$ cat src/rtl/param_microprocessor_core.sv
// param_microprocessor_core
//   Parameterised single-cycle load/store core with a four-op ISA
//   (ADD, LOAD, STORE, JUMP). Data width, register count, data-memory depth
//   and PC width are parameters. All outputs are registered; the write-back
//   trace (op, strobes, wb_reg, wb_data) describes the instruction that
//   executed on the previous rising edge.
//
//   Optional build macro: CPU_HALT_EN
//     defined   - a JUMP to itself (joff = -1) executes once, then the core
//                 enters the halted state and refuses further instructions
//                 until reset.
//     undefined - the self-loop is an ordinary JUMP; halted is tied low and
//                 instr_ready is tied high.
//
//   Fetch handshake: an instruction executes on a rising edge where
//   instr_valid and instr_ready are both high. instr_ready depends only on
//   core state (never on instr_valid), and a word offered while instr_ready
//   is low is simply ignored; the source keeps presenting the word addressed
//   by instruction_address. With instr_valid low the core stalls: PC,
//   registers, memory, op, wb_* and ovf hold and every strobe is 0.
//
//   Parameter assumptions: DATA_W > RA_W, DATA_W >= MEM_AW, PC_W > 3*RA_W.
module param_microprocessor_core #(
    parameter int DATA_W = 8,
    parameter int RA_W   = 2,
    parameter int MEM_AW = 5,
    parameter int PC_W   = 8
) (
    input  logic                  clock,
    input  logic                  reset,
    input  logic [2+3*RA_W-1:0]   instruction,
    input  logic                  instr_valid,
    output logic                  instr_ready,
    output logic [PC_W-1:0]       instruction_address,
    output logic [1:0]            op,
    output logic                  mem_read,
    output logic                  mem_write,
    output logic                  reg_write,
    output logic [RA_W-1:0]       wb_reg,
    output logic [DATA_W-1:0]     wb_data,
    output logic                  ovf,
    output logic                  halted
);

    localparam int INSTR_W   = 2 + 3 * RA_W;
    localparam int NUM_REGS  = 2 ** RA_W;
    localparam int MEM_DEPTH = 2 ** MEM_AW;
    localparam int JOFF_W    = 3 * RA_W;

    localparam logic [1:0] OP_ADD   = 2'b00;
    localparam logic [1:0] OP_LOAD  = 2'b01;
    localparam logic [1:0] OP_STORE = 2'b10;
    localparam logic [1:0] OP_JUMP  = 2'b11;

    localparam logic [PC_W-1:0] PC_ONE = PC_W'(1);

    // ------------------------------------------------------------------
    // Architectural state
    // ------------------------------------------------------------------
    logic [DATA_W-1:0] regs [NUM_REGS];
    logic [DATA_W-1:0] mem  [MEM_DEPTH];
    logic [PC_W-1:0]   pc;

    // ------------------------------------------------------------------
    // Instruction field decode
    // ------------------------------------------------------------------
    logic [1:0]        f_op;
    logic [RA_W-1:0]   f_rs;
    logic [RA_W-1:0]   f_rt;
    logic [RA_W-1:0]   f_lo;
    logic [DATA_W-1:0] imm;
    logic [PC_W-1:0]   joff;

    assign f_op = instruction[INSTR_W-1 -: 2];
    assign f_rs = instruction[INSTR_W-3 -: RA_W];
    assign f_rt = instruction[INSTR_W-3-RA_W -: RA_W];
    assign f_lo = instruction[RA_W-1:0];

    // LOAD/STORE displacement is the low register field, sign-extended.
    assign imm  = {{(DATA_W-RA_W){f_lo[RA_W-1]}}, f_lo};

    // JUMP offset spans everything below the opcode, sign-extended to PC_W.
    assign joff = {{(PC_W-JOFF_W){instruction[JOFF_W-1]}}, instruction[JOFF_W-1:0]};

    // ------------------------------------------------------------------
    // Datapath (operands are the pre-edge register values, so a dependent
    // instruction on the next cycle sees the freshly written value without
    // any forwarding)
    // ------------------------------------------------------------------
    logic [DATA_W-1:0] op_a;
    logic [DATA_W-1:0] op_b;
    logic [DATA_W-1:0] sum;
    logic              add_ovf;
    logic [MEM_AW-1:0] mem_addr;
    logic [DATA_W-1:0] load_data;
    logic [PC_W-1:0]   pc_seq;
    logic [PC_W-1:0]   pc_jump;
    logic              fire;

    assign op_a      = regs[f_rs];
    assign op_b      = regs[f_rt];
    assign sum       = op_a + op_b;

    // Signed overflow: both addends share a sign the result does not.
    assign add_ovf   = (op_a[DATA_W-1] == op_b[DATA_W-1]) &&
                       (sum[DATA_W-1]  != op_a[DATA_W-1]);

    // Effective address is formed at full data width, then wrapped into
    // the memory; it can never point outside the array.
    assign mem_addr  = MEM_AW'(op_a + imm);
    assign load_data = mem[mem_addr];

    assign pc_seq    = pc + PC_ONE;
    assign pc_jump   = pc_seq + joff;

    assign fire      = instr_valid & instr_ready;

    assign instruction_address = pc;

    // ------------------------------------------------------------------
    // Optional halt on self-loop
    // ------------------------------------------------------------------
`ifdef CPU_HALT_EN
    localparam logic ST_RUN  = 1'b0;
    localparam logic ST_HALT = 1'b1;

    logic run_state;
    logic self_loop;

    // A JUMP whose offset is all ones lands back on itself.
    assign self_loop = (f_op == OP_JUMP) && (instruction[JOFF_W-1:0] == '1);

    // Run/halt state: the self-loop executes once, then the core freezes.
    always_ff @(posedge clock) begin
        if (reset) begin
            run_state <= ST_RUN;
        end else if (fire && self_loop) begin
            run_state <= ST_HALT;
        end
    end

    assign halted      = (run_state == ST_HALT);
    assign instr_ready = (run_state == ST_RUN);
`else
    assign halted      = 1'b0;
    assign instr_ready = 1'b1;
`endif

    // ------------------------------------------------------------------
    // Register file: cleared on reset, written by ADD (dest = lo field)
    // and LOAD (dest = rt field).
    // ------------------------------------------------------------------
    always_ff @(posedge clock) begin
        if (reset) begin
            for (int i = 0; i < NUM_REGS; i++) begin
                regs[i] <= '0;
            end
        end else if (fire) begin
            if (f_op == OP_ADD) begin
                regs[f_lo] <= sum;
            end else if (f_op == OP_LOAD) begin
                regs[f_rt] <= load_data;
            end
        end
    end

    // ------------------------------------------------------------------
    // Data memory: reset loads a known pattern (lower half counts up from 0,
    // upper half counts down from 0 as two's complement); STORE writes rt.
    // ------------------------------------------------------------------
    always_ff @(posedge clock) begin
        if (reset) begin
            for (int i = 0; i < MEM_DEPTH; i++) begin
                mem[i] <= (i < MEM_DEPTH / 2) ? DATA_W'(i)
                                              : DATA_W'(MEM_DEPTH / 2 - i);
            end
        end else if (fire && (f_op == OP_STORE)) begin
            mem[mem_addr] <= op_b;
        end
    end

    // ------------------------------------------------------------------
    // PC, trace outputs, strobes and sticky overflow. Strobes are cleared
    // every cycle and raised only for the instruction just executed.
    // ------------------------------------------------------------------
    always_ff @(posedge clock) begin
        if (reset) begin
            pc        <= '0;
            op        <= OP_ADD;
            mem_read  <= 1'b0;
            mem_write <= 1'b0;
            reg_write <= 1'b0;
            wb_reg    <= '0;
            wb_data   <= '0;
            ovf       <= 1'b0;
        end else begin
            mem_read  <= 1'b0;
            mem_write <= 1'b0;
            reg_write <= 1'b0;
            if (fire) begin
                op <= f_op;
                pc <= (f_op == OP_JUMP) ? pc_jump : pc_seq;
                case (f_op)
                    OP_ADD: begin
                        reg_write <= 1'b1;
                        wb_reg    <= f_lo;
                        wb_data   <= sum;
                        if (add_ovf) begin
                            ovf <= 1'b1;
                        end
                    end
                    OP_LOAD: begin
                        mem_read  <= 1'b1;
                        reg_write <= 1'b1;
                        wb_reg    <= f_rt;
                        wb_data   <= load_data;
                    end
                    OP_STORE: begin
                        mem_write <= 1'b1;
                    end
                    default: begin
                        // JUMP: only the PC changes.
                    end
                endcase
            end
        end
    end

endmodule

$ cat config.mk
export PLATFORM = sky130hd
export DESIGN_NAME = param_microprocessor_core
export DESIGN_NICKNAME = d
export VERILOG_FILES = /design/src/rtl/param_microprocessor_core.sv
export SDC_FILE = /design/constraint.sdc
export NUM_CORES = 1
export LEC_CHECK = 0
export ABC_AREA = 1
export CAP_MARGIN = 20
export CORE_MARGIN = 3
export CORE_UTILIZATION = 40
export DETAILED_ROUTE_END_ITERATION = 6
export HOLD_SLACK_MARGIN = 0.06
export PLACE_DENSITY = 0.58
export SYNTH_ARGS = -nofsm -noshare
export SYNTH_HDL_FRONTEND = slang
export SYNTH_SLANG_ARGS = --single-unit
$ cat constraint.sdc
create_clock -name clock -period 5.8 [get_ports clock]
set_clock_uncertainty 0.2 [all_clocks]
set_input_delay 0.58 -clock clock [delete_from_list [all_inputs] [get_ports clock]]
set_output_delay 0.58 -clock clock [all_outputs]
set_load 0.02 [all_outputs]
[Word level (Yosys, flattened, before mapping)]
Memories as Yosys holds them, arrays and structs flattened.
Index checks and enable logic that the tools add are counted.
Storage, ports and cells
  bits in writable memories: 288
  logic and storage cells: 59
  memories kept: 2
  flip-flop bits (word level): 24
Operators by class
  reduce and logical (&&, ||, !) cells: 11
  equal/unequal tests: 5
  mux-type cells: 28
  $add $sub $neg: 4
  bitwise gates (word level): 1
Memory list
  mem: depth 32, width 8, read ports 1, clocked after memory_dff 0, wr ports 32, line 61  | logic [DATA_W-1:0] mem [MEM_DEPTH];
  regs: depth 4, width 8, read ports 2, clocked after memory_dff 0, wr ports 4, line 60  | logic [DATA_W-1:0] regs [NUM_REGS];
Operators by type and width (count)
  two-way mux 8 bit: 4
  OR reduction 8 bit: 3
  two-way mux 1 bit: 19
  adder 8 bit: 2
  case mux 8 bit (2 select lines): 1
  adder 8 x 1 -> 8 bit, second input constant: 1
  adder 5 bit: 1
  two-way mux 5 bit: 1
  equality test 2 bit, second input constant: 2
  two-way mux 2 bit: 2
  case mux 2 bit (2 select lines): 1
  OR reduction 2 bit: 2
  AND reduction 3 bit: 1
  equality test 2 x 1 -> 1 bit, second input constant: 1
  logical AND 1 bit: 2
  logical NOT 2 bit: 1
  AND reduction 2 bit: 1
  nonzero test 2 bit: 1
  equality test 1 bit: 1
  != test 1 bit: 1
  NOT 1 bit: 1

[Logic depth before layout (Yosys ltp)]
Gate-level depths: netlist of the first run.
  depth in word-level cells: 8
  mapped depth: 22
  gate-level depth less buffers: 18

[Worst setup path after synthesis of the first run]
Ideal clock, no wire load.
  path type: input to register
  start: input port instruction[4]
  end: memory mem[17][0], enable pin
  required time: 5216 ps
  cell stages on the path: 13
  data arrival time: 3232 ps
  library setup time: 384 ps
  slack: 1984 ps
  path through: buf_6 inv_4 clkbuf_1 o21ai_0 o22ai_1 ha_1 fa_1 buf_2 inv_2 nand2_1 nor2_2 inv_2 o21ai_0
RTL lines
  from (decl): line 31  | input logic [2+3*RA_W-1:0] instruction,
  to (decl): line 61

==> impl_metrics.yaml, run 1 <==
setup_path:
  cpPeakStageDelay_ps: 810
  rr_startpoint: "regs[0][1]"
  crit_buf_inv: 4
  critical_path.cell_chain: "clkdlybuf4s50_1 -> inv_4 -> o21ai_0 -> o22ai_1 -> ha_4 -> fa_2 -> inv_2 -> buf_4 -> nand2_1 -> nand2_1 -> nand2_1 -> nand2_1 -> nand2_1 -> nand2_1 -> nand2_1 -> nand2_1 -> nand2_1 -> a21oi_1"
  path_common_cell: "nand2_1"
  cp_top_family: "buffers and inverters"
  end_kind: "register"
  ff2ff_path_depth: 17
  slowest_stage: "clkdlybuf4s50_1"
  worstSetupStartpoint: "instruction[4]"
  regToRegSetupSlack_ps: 2110
  cp.arrival_ps: 4680
  endpoint: "regs[2][5]"
  rr_endpoint: "regs[2][5]"
  crit_cells: 18
  cp_max_fo: 55
  critical_path_class: "in -> reg"
  required_ps: 5980
  start_kind: "input pin"
grt:
  met1_usage_pct: 26.5
  grt_start_max_net_pins: 127
  overflow: 0
  track_usage_pct: 20.0
  grt_pass1_wl_um: 68100
  grt_use_met3_pct: 2.76
  met2_usage_pct: 34.1
  busiest_layer: "met2"
  grt_pass1_vias: 12299
  antenna_found_initial: 0
finish:
  postLayoutCoreUtil_pct: 45.2
  diodes: 0
  syn2layout_area_growth_pct: 11.1
  drive_gt1_share_pct: 8.84
  largest_register: "mem"
  stdcell_area_mm2: 0.0180
  top_regs: "mem: 256 flops, regs: 32 flops"
  final_nets: 1954
  largest_reg_flops: 256
cts:
  htree_num_levels: 2
  post_cts_resized: 0
  clock_sinks: 312
  cts-buffers-inserted: 34
  insertion_delay_ps: 530
  clock_path_buffers: 3
  hold_buffers: 0
  cts_root_buf: "clkbuf_16"
  clkTransAtPathRegs_ps: 60
  post_cts_buffers: 0
  cts_tree: "built"
synth:
  synth_edf_count: 288
  ys.flop_type: "edfxtp_1"
  async_flop_share_pct: 0
  synth.ff_latch_count: 312
  synth_top_cell_by_area: "edfxtp_1"
  yosysUniqueCellTypes: 42
  netlist_area_mm2: 0.0162
  ys_warn_count: 0
  syn-mean-instance-area_um2: 8.43
  yosysMostFrequentCell: "nand2_1"
  synth_top_area_share_pct: 53.4
  yosys-top-cells-count: "nand2_1 (952), edfxtp_1 (288), nor2_1 (174)"
  ys_seq_area_share_pct: 56.4
  synth_fp_nets: 1953
  synthTopCellsByArea: "edfxtp_1 (53%), nand2_1 (22%), nor2_1 (4.0%), dfxtp_1 (3.0%), nand3_1 (2.0%)"
  synthCells: 1920
placement:
  gp_congestion: 0.884
  post-dp-hpwl_um: 29500
  placed_area_mm2: 0.0169
  portBuffers: 34
power:
  leakage_nw: 7.31
  ir_worst_vdd_uv: 176
  power_density_mw_per_mm2: 323
  p_total_mw: 5.80
timing:
  setup-violations-final: 0
  worst_slew_pin_slew_ps: 1100
  setup_tns_ps: 0
  drv_slew: 0
  fmax_mhz: 222
  final_hold_viol_count: 0
  max-slew-margin-rel_pct: 26.4
  rsz0062_at_grt: "no"
  min_period_over_period_pct: 77.6
  whs_ps: 269
  min_period_ps: 4500
run_status:
  status: "completed"
detailed_routing:
  vias: 12499
  drt_wl_total_um: 43600
  drt_iter0_drc: 1109
  routedWlPerCell_um: 17.7
  drtAntennaViolNets: 0
  vias_per_cell: 5.06
  drtPass1Iterations: 5
  drcViolationCount: 0
die:
  die_area_mm2: 0.0429
  dieHeight_um: 207
  start_util_pct: 40.7
  io_pins: 37
  fp.dieW_um: 207
  num_rows: 73
  core_mm2: 0.0398
worst_hold_path:
  hold_path.class: "reg -> reg"
run:
  drv_cap: 0
## cells by family after synthesis
| family | Yosys count | synth area share [%] |
|---|---|---|
| DFF | 312 | 56.4 |
| AOI/OAI and AO/OA | 113 | 3.95 |
| xor gates and xnor gates | 8 | 0.433 |
| other | 2 | 0.0464 |
| adders and majority gates | 22 | 1.84 |
| buffers and inverters | 202 | 5.44 |
| and+or+nand+nor | 1261 | 31.9 |
## cell type report
class / instances / area, µm²
Tap cell: 525 / 657
Timing Repair Buffer: 57 / 548
Sequential cell: 312 / 9130
Inverter: 110 / 417
Clock buffer: 40 / 873
Fill cell: 3931 / 21800
Clock inverter: 21 / 158
Multi-Input combinational cell: 1406 / 6200
## worst reg2reg max path, stage by stage, from the launching register on
cell      delay (ps)
edfxtp_1         320
inv_1             70
nor2_1            90
inv_1             60
a32oi_1          380
fa_2             570
inv_2            160
buf_4            530
nand2_1          190
nand2_1           90
nand2_1           50
nand2_1           70
nand2_1           80
nand2_1           90
nand2_1           80
nand2_1          190
nand2_1          150
a21oi_1          170
## how the worst min path moves through the flow
stage	from	to	slack (ps)	cells past startpoint
final	op[1]	op[1]	270	1
after floorplan	wb_reg[1]	wb_reg[1]	340	2
after CTS	op[1]	op[1]	270	1
after global placement	op[1]	op[1]	250	1
after detailed placement	op[1]	op[1]	260	1
after global routing	op[1]	op[1]	290	1
## routing by layer
metal  vias to the layer above  routed length (µm)
met5                         -                   0
met4                         0                1380
met3                        92                2360
met2                       392               20800
met1                      5861               19100
li1                       6154                   -
## per-stage QoR
step	cells	setup WS, ps
6_report	2471	1300
5_1_grt	2471	1130
4_1_cts	2470	1380
3_5_place_dp	2409	846
3_3_place_gp	2409	909
2_1_floorplan	1920	1980
## cell usage in the layout, fill, tap and decap left out, drive strengths merged, types with 2 or more instances in the layout
cell	instances
fa	3
clkinv	20
edfxtp	288
clkinvlp	2
clkbuf	40
nand4	4
nor3	3
conb	2
inv	108
xor2	4
a21oi	56
buf	23
or2	4
o211ai	4
o21ai	32
nand3b	2
a32oi	8
a31oi	4
clkdlybuf4s50	34
nand2	969
ha	19
o22ai	5
xnor2	4
dfxtp	24
nor2	208
nand3	71
## where the power goes
group,internal (mW),switching (mW)
logic,0.330,0.893
clock network,1.14,0.898
registers,2.51,0.0311
total,3.98,1.82
(Power assumes the default switching activity.)
==> inputs of run 2 (changes only) <==
- PLACE_DENSITY: 0.58 -> 0.61
- clock period: 5.8 -> 3.8 ns (I/O delays scaled with it)
==> run 2 against run 1 <==
  * Combinational power up 71%
  * Clock-buffer cell count is 9 higher
  * Non-clock buffer count is 140 higher
  * Worst setup slack lost 910 ps
  * Critical path type unchanged
==> impl_metrics.yaml, run 2 (synthesized netlist as in run 1, its figures left out) <==
run_status:
  status: "completed"
detailed_routing:
  drt_iter0_drc: 1236
  dr_wl_met3_um: 2560
  top_layer: "met4"
  drt_wl_total_um: 44600
  vias_per_cell: 5.00
  drcViolationCount: 0
  vias: 13079
  drtAntennaViolNets: 0
  met2_length_um: 21100
  drtPass1Iterations: 6
  routedWlPerCell_um: 17.0
  wl_met1_um: 19500
timing:
  setup-violations-final: 0
  rsz0062_at_grt: "no"
  whs_ps: 271
  drv_slew: 0
  worst_slack_ps: 391
  setup_tns_ps: 0
  worst_slew_pin_slew_ps: 664
  final_hold_viol_count: 0
  min_period_ps: 3410
  max-slew-margin-rel_pct: 55.7
  min_period_over_period_pct: 89.7
  fmax_mhz: 293
cts:
  cts-buffers-inserted: 36
  cts_tree: "built"
  post_cts_resized: 0
  hold_buffers: 0
  clkTransAtPathRegs_ps: 50
  cts_root_buf: "clkbuf_16"
  clock_sinks: 312
  post_cts_buffers: 0
  insertion_delay_ps: 540
  htree_num_levels: 2
  clock_path_buffers: 3
die:
  num_rows: 73
  io_pins: 37
  die_area_mm2: 0.0429
  dieHeight_um: 207
  core_mm2: 0.0398
  start_util_pct: 40.7
  fp.dieW_um: 207
power:
  p_int_mw: 6.42
  power_switching_mw: 2.82
  ir_worst_vdd_uv: 327
  p_clk_share_pct: 35.3
  leakage_nw: 8.07
  p_total_mw: 9.23
  combPwrFrac_pct: 22.7
  sw_frac_of_total_pct: 30.5
  power_density_mw_per_mm2: 479
  p_seq_share_pct: 42.0
finish:
  largest_register: "mem"
  final_nets: 2096
  top_regs: "mem: 256 flops, regs: 32 flops"
  final_common_cell: "nand2_1"
  largest_reg_flops: 256
  stdcell_count: 2615
  syn2layout_area_growth_pct: 19.1
  diodes: 0
  final_cell_mix: "nand2_1 (952), edfxtp_1 (288), nor2_1 (174)"
  drive_gt1_share_pct: 14.6
worst_hold_path:
  hold_path_end: "op[1]"
  hold_path.class: "reg -> reg"
  min-delay-start: "op[1]"
  min_path_cells: 1
placement:
  portBuffers: 34
  gp_congestion: 0.893
  post-place-ws_ps: -118
  post-dp-hpwl_um: 30000
  dp.cells: 2550
setup_path:
  start_kind: "input pin"
  required_ps: 3980
  path_common_cell: "nand2_1"
  cpPeakStageDelay_ps: 580
  end_kind: "register"
  regToRegSetupSlack_ps: 500
  rr_endpoint: "regs[0][0]"
  slowest_stage: "fa_2"
  cp.arrival_ps: 3590
  rr_startpoint: "regs[2][0]"
  critical_path_class: "in -> reg"
  critical_path.cell_chain: "clkdlybuf4s50_1 -> buf_4 -> inv_4 -> o21ai_0 -> o22ai_1 -> ha_4 -> fa_2 -> buf_4 -> nand2_1 -> nand2_1 -> nand2_1 -> nand2_1 -> nand2_1 -> nand2_1 -> nand2_1 -> nand2_1 -> nand2_1 -> a21oi_1"
  ff2ff_path_depth: 15
  cp_max_fo: 39
grt:
  grt_pass1_wl_um: 71200
  track_usage_pct: 20.9
  grt_start_max_net_pins: 63
  grt_pass1_vias: 13137
  antenna_found_initial: 0
  overflow: 0
run:
  drv_cap: 0
[run 2: cell count changes in the layout (fill, tap and decap cells not counted), moves of 4 or more]
| cell | previous run | this run |
|---|---|---|
| clkinv_2 | 10 | 4 |
| buf_4 | 19 | 145 |
| clkinv_1 | 8 | 13 |
| clkbuf_1 | 6 | 11 |
| clkbuf_16 | 34 | 38 |
| buf_12 | 3 | 18 |
[run 2: worst max-delay path by stage]
stage / slack, ps / depth (start not counted) / to / startpoint
floorplan: 180 / 13 / mem[17][0] / instruction[4]
global placement: -20 / 14 / mem[7][3] / instruction[4]
detailed placement: -120 / 18 / mem[31][3] / instruction[4]
CTS: 450 / 18 / mem[31][2] / instruction[4]
global route: 90 / 18 / regs[2][7] / instruction[4]
finish: 390 / 18 / regs[0][0] / instruction[4]
[run 2: power groups by stage]
stage	clock network, mW	logic [mW]	registers, mW
after global routing	3.46	2.33	3.89
final	3.26	2.09	3.88
after detailed placement	0	2.08	3.95
after global placement	0	2.07	3.95
after CTS	3.32	2.09	3.88
after floorplan	0	1.27	3.96
[run 2: stage by stage]
stage / util, % / area, µm²
6_report: 48.4 / 19300
5_1_grt: 48.4 / 19300
4_1_cts: 48.4 / 19300
3_5_place_dp: 45.7 / 18200
3_3_place_gp: 45.7 / 18200
2_1_floorplan: - / 16200
[run 2: layer usage]
metal  GRT usage, %  vias to the layer above
li1               -                     6455
met5              0                        -
met1           27.8                     6120
met2           34.7                      402
met4           7.82                        0
met3           3.01                      102
[run 2: worst max-delay path, delay by kind of cell]
family	cells	cell delay [ps]
and+or+nand+nor	9	820
buffers and inverters	4	1100
AOI/OAI and AO/OA	3	480
adders and majority gates	2	790
[run 2: area by class of cell]
class | count | area (µm²)
sequential | 312 | 9130
timing repair buffer | 197 | 1790
clock inverter | 16 | 106
tap | 525 | 657
clock buffer | 49 | 992
multi-input combinational | 1406 | 6200
fill | 3867 | 20500
inverter | 110 | 417
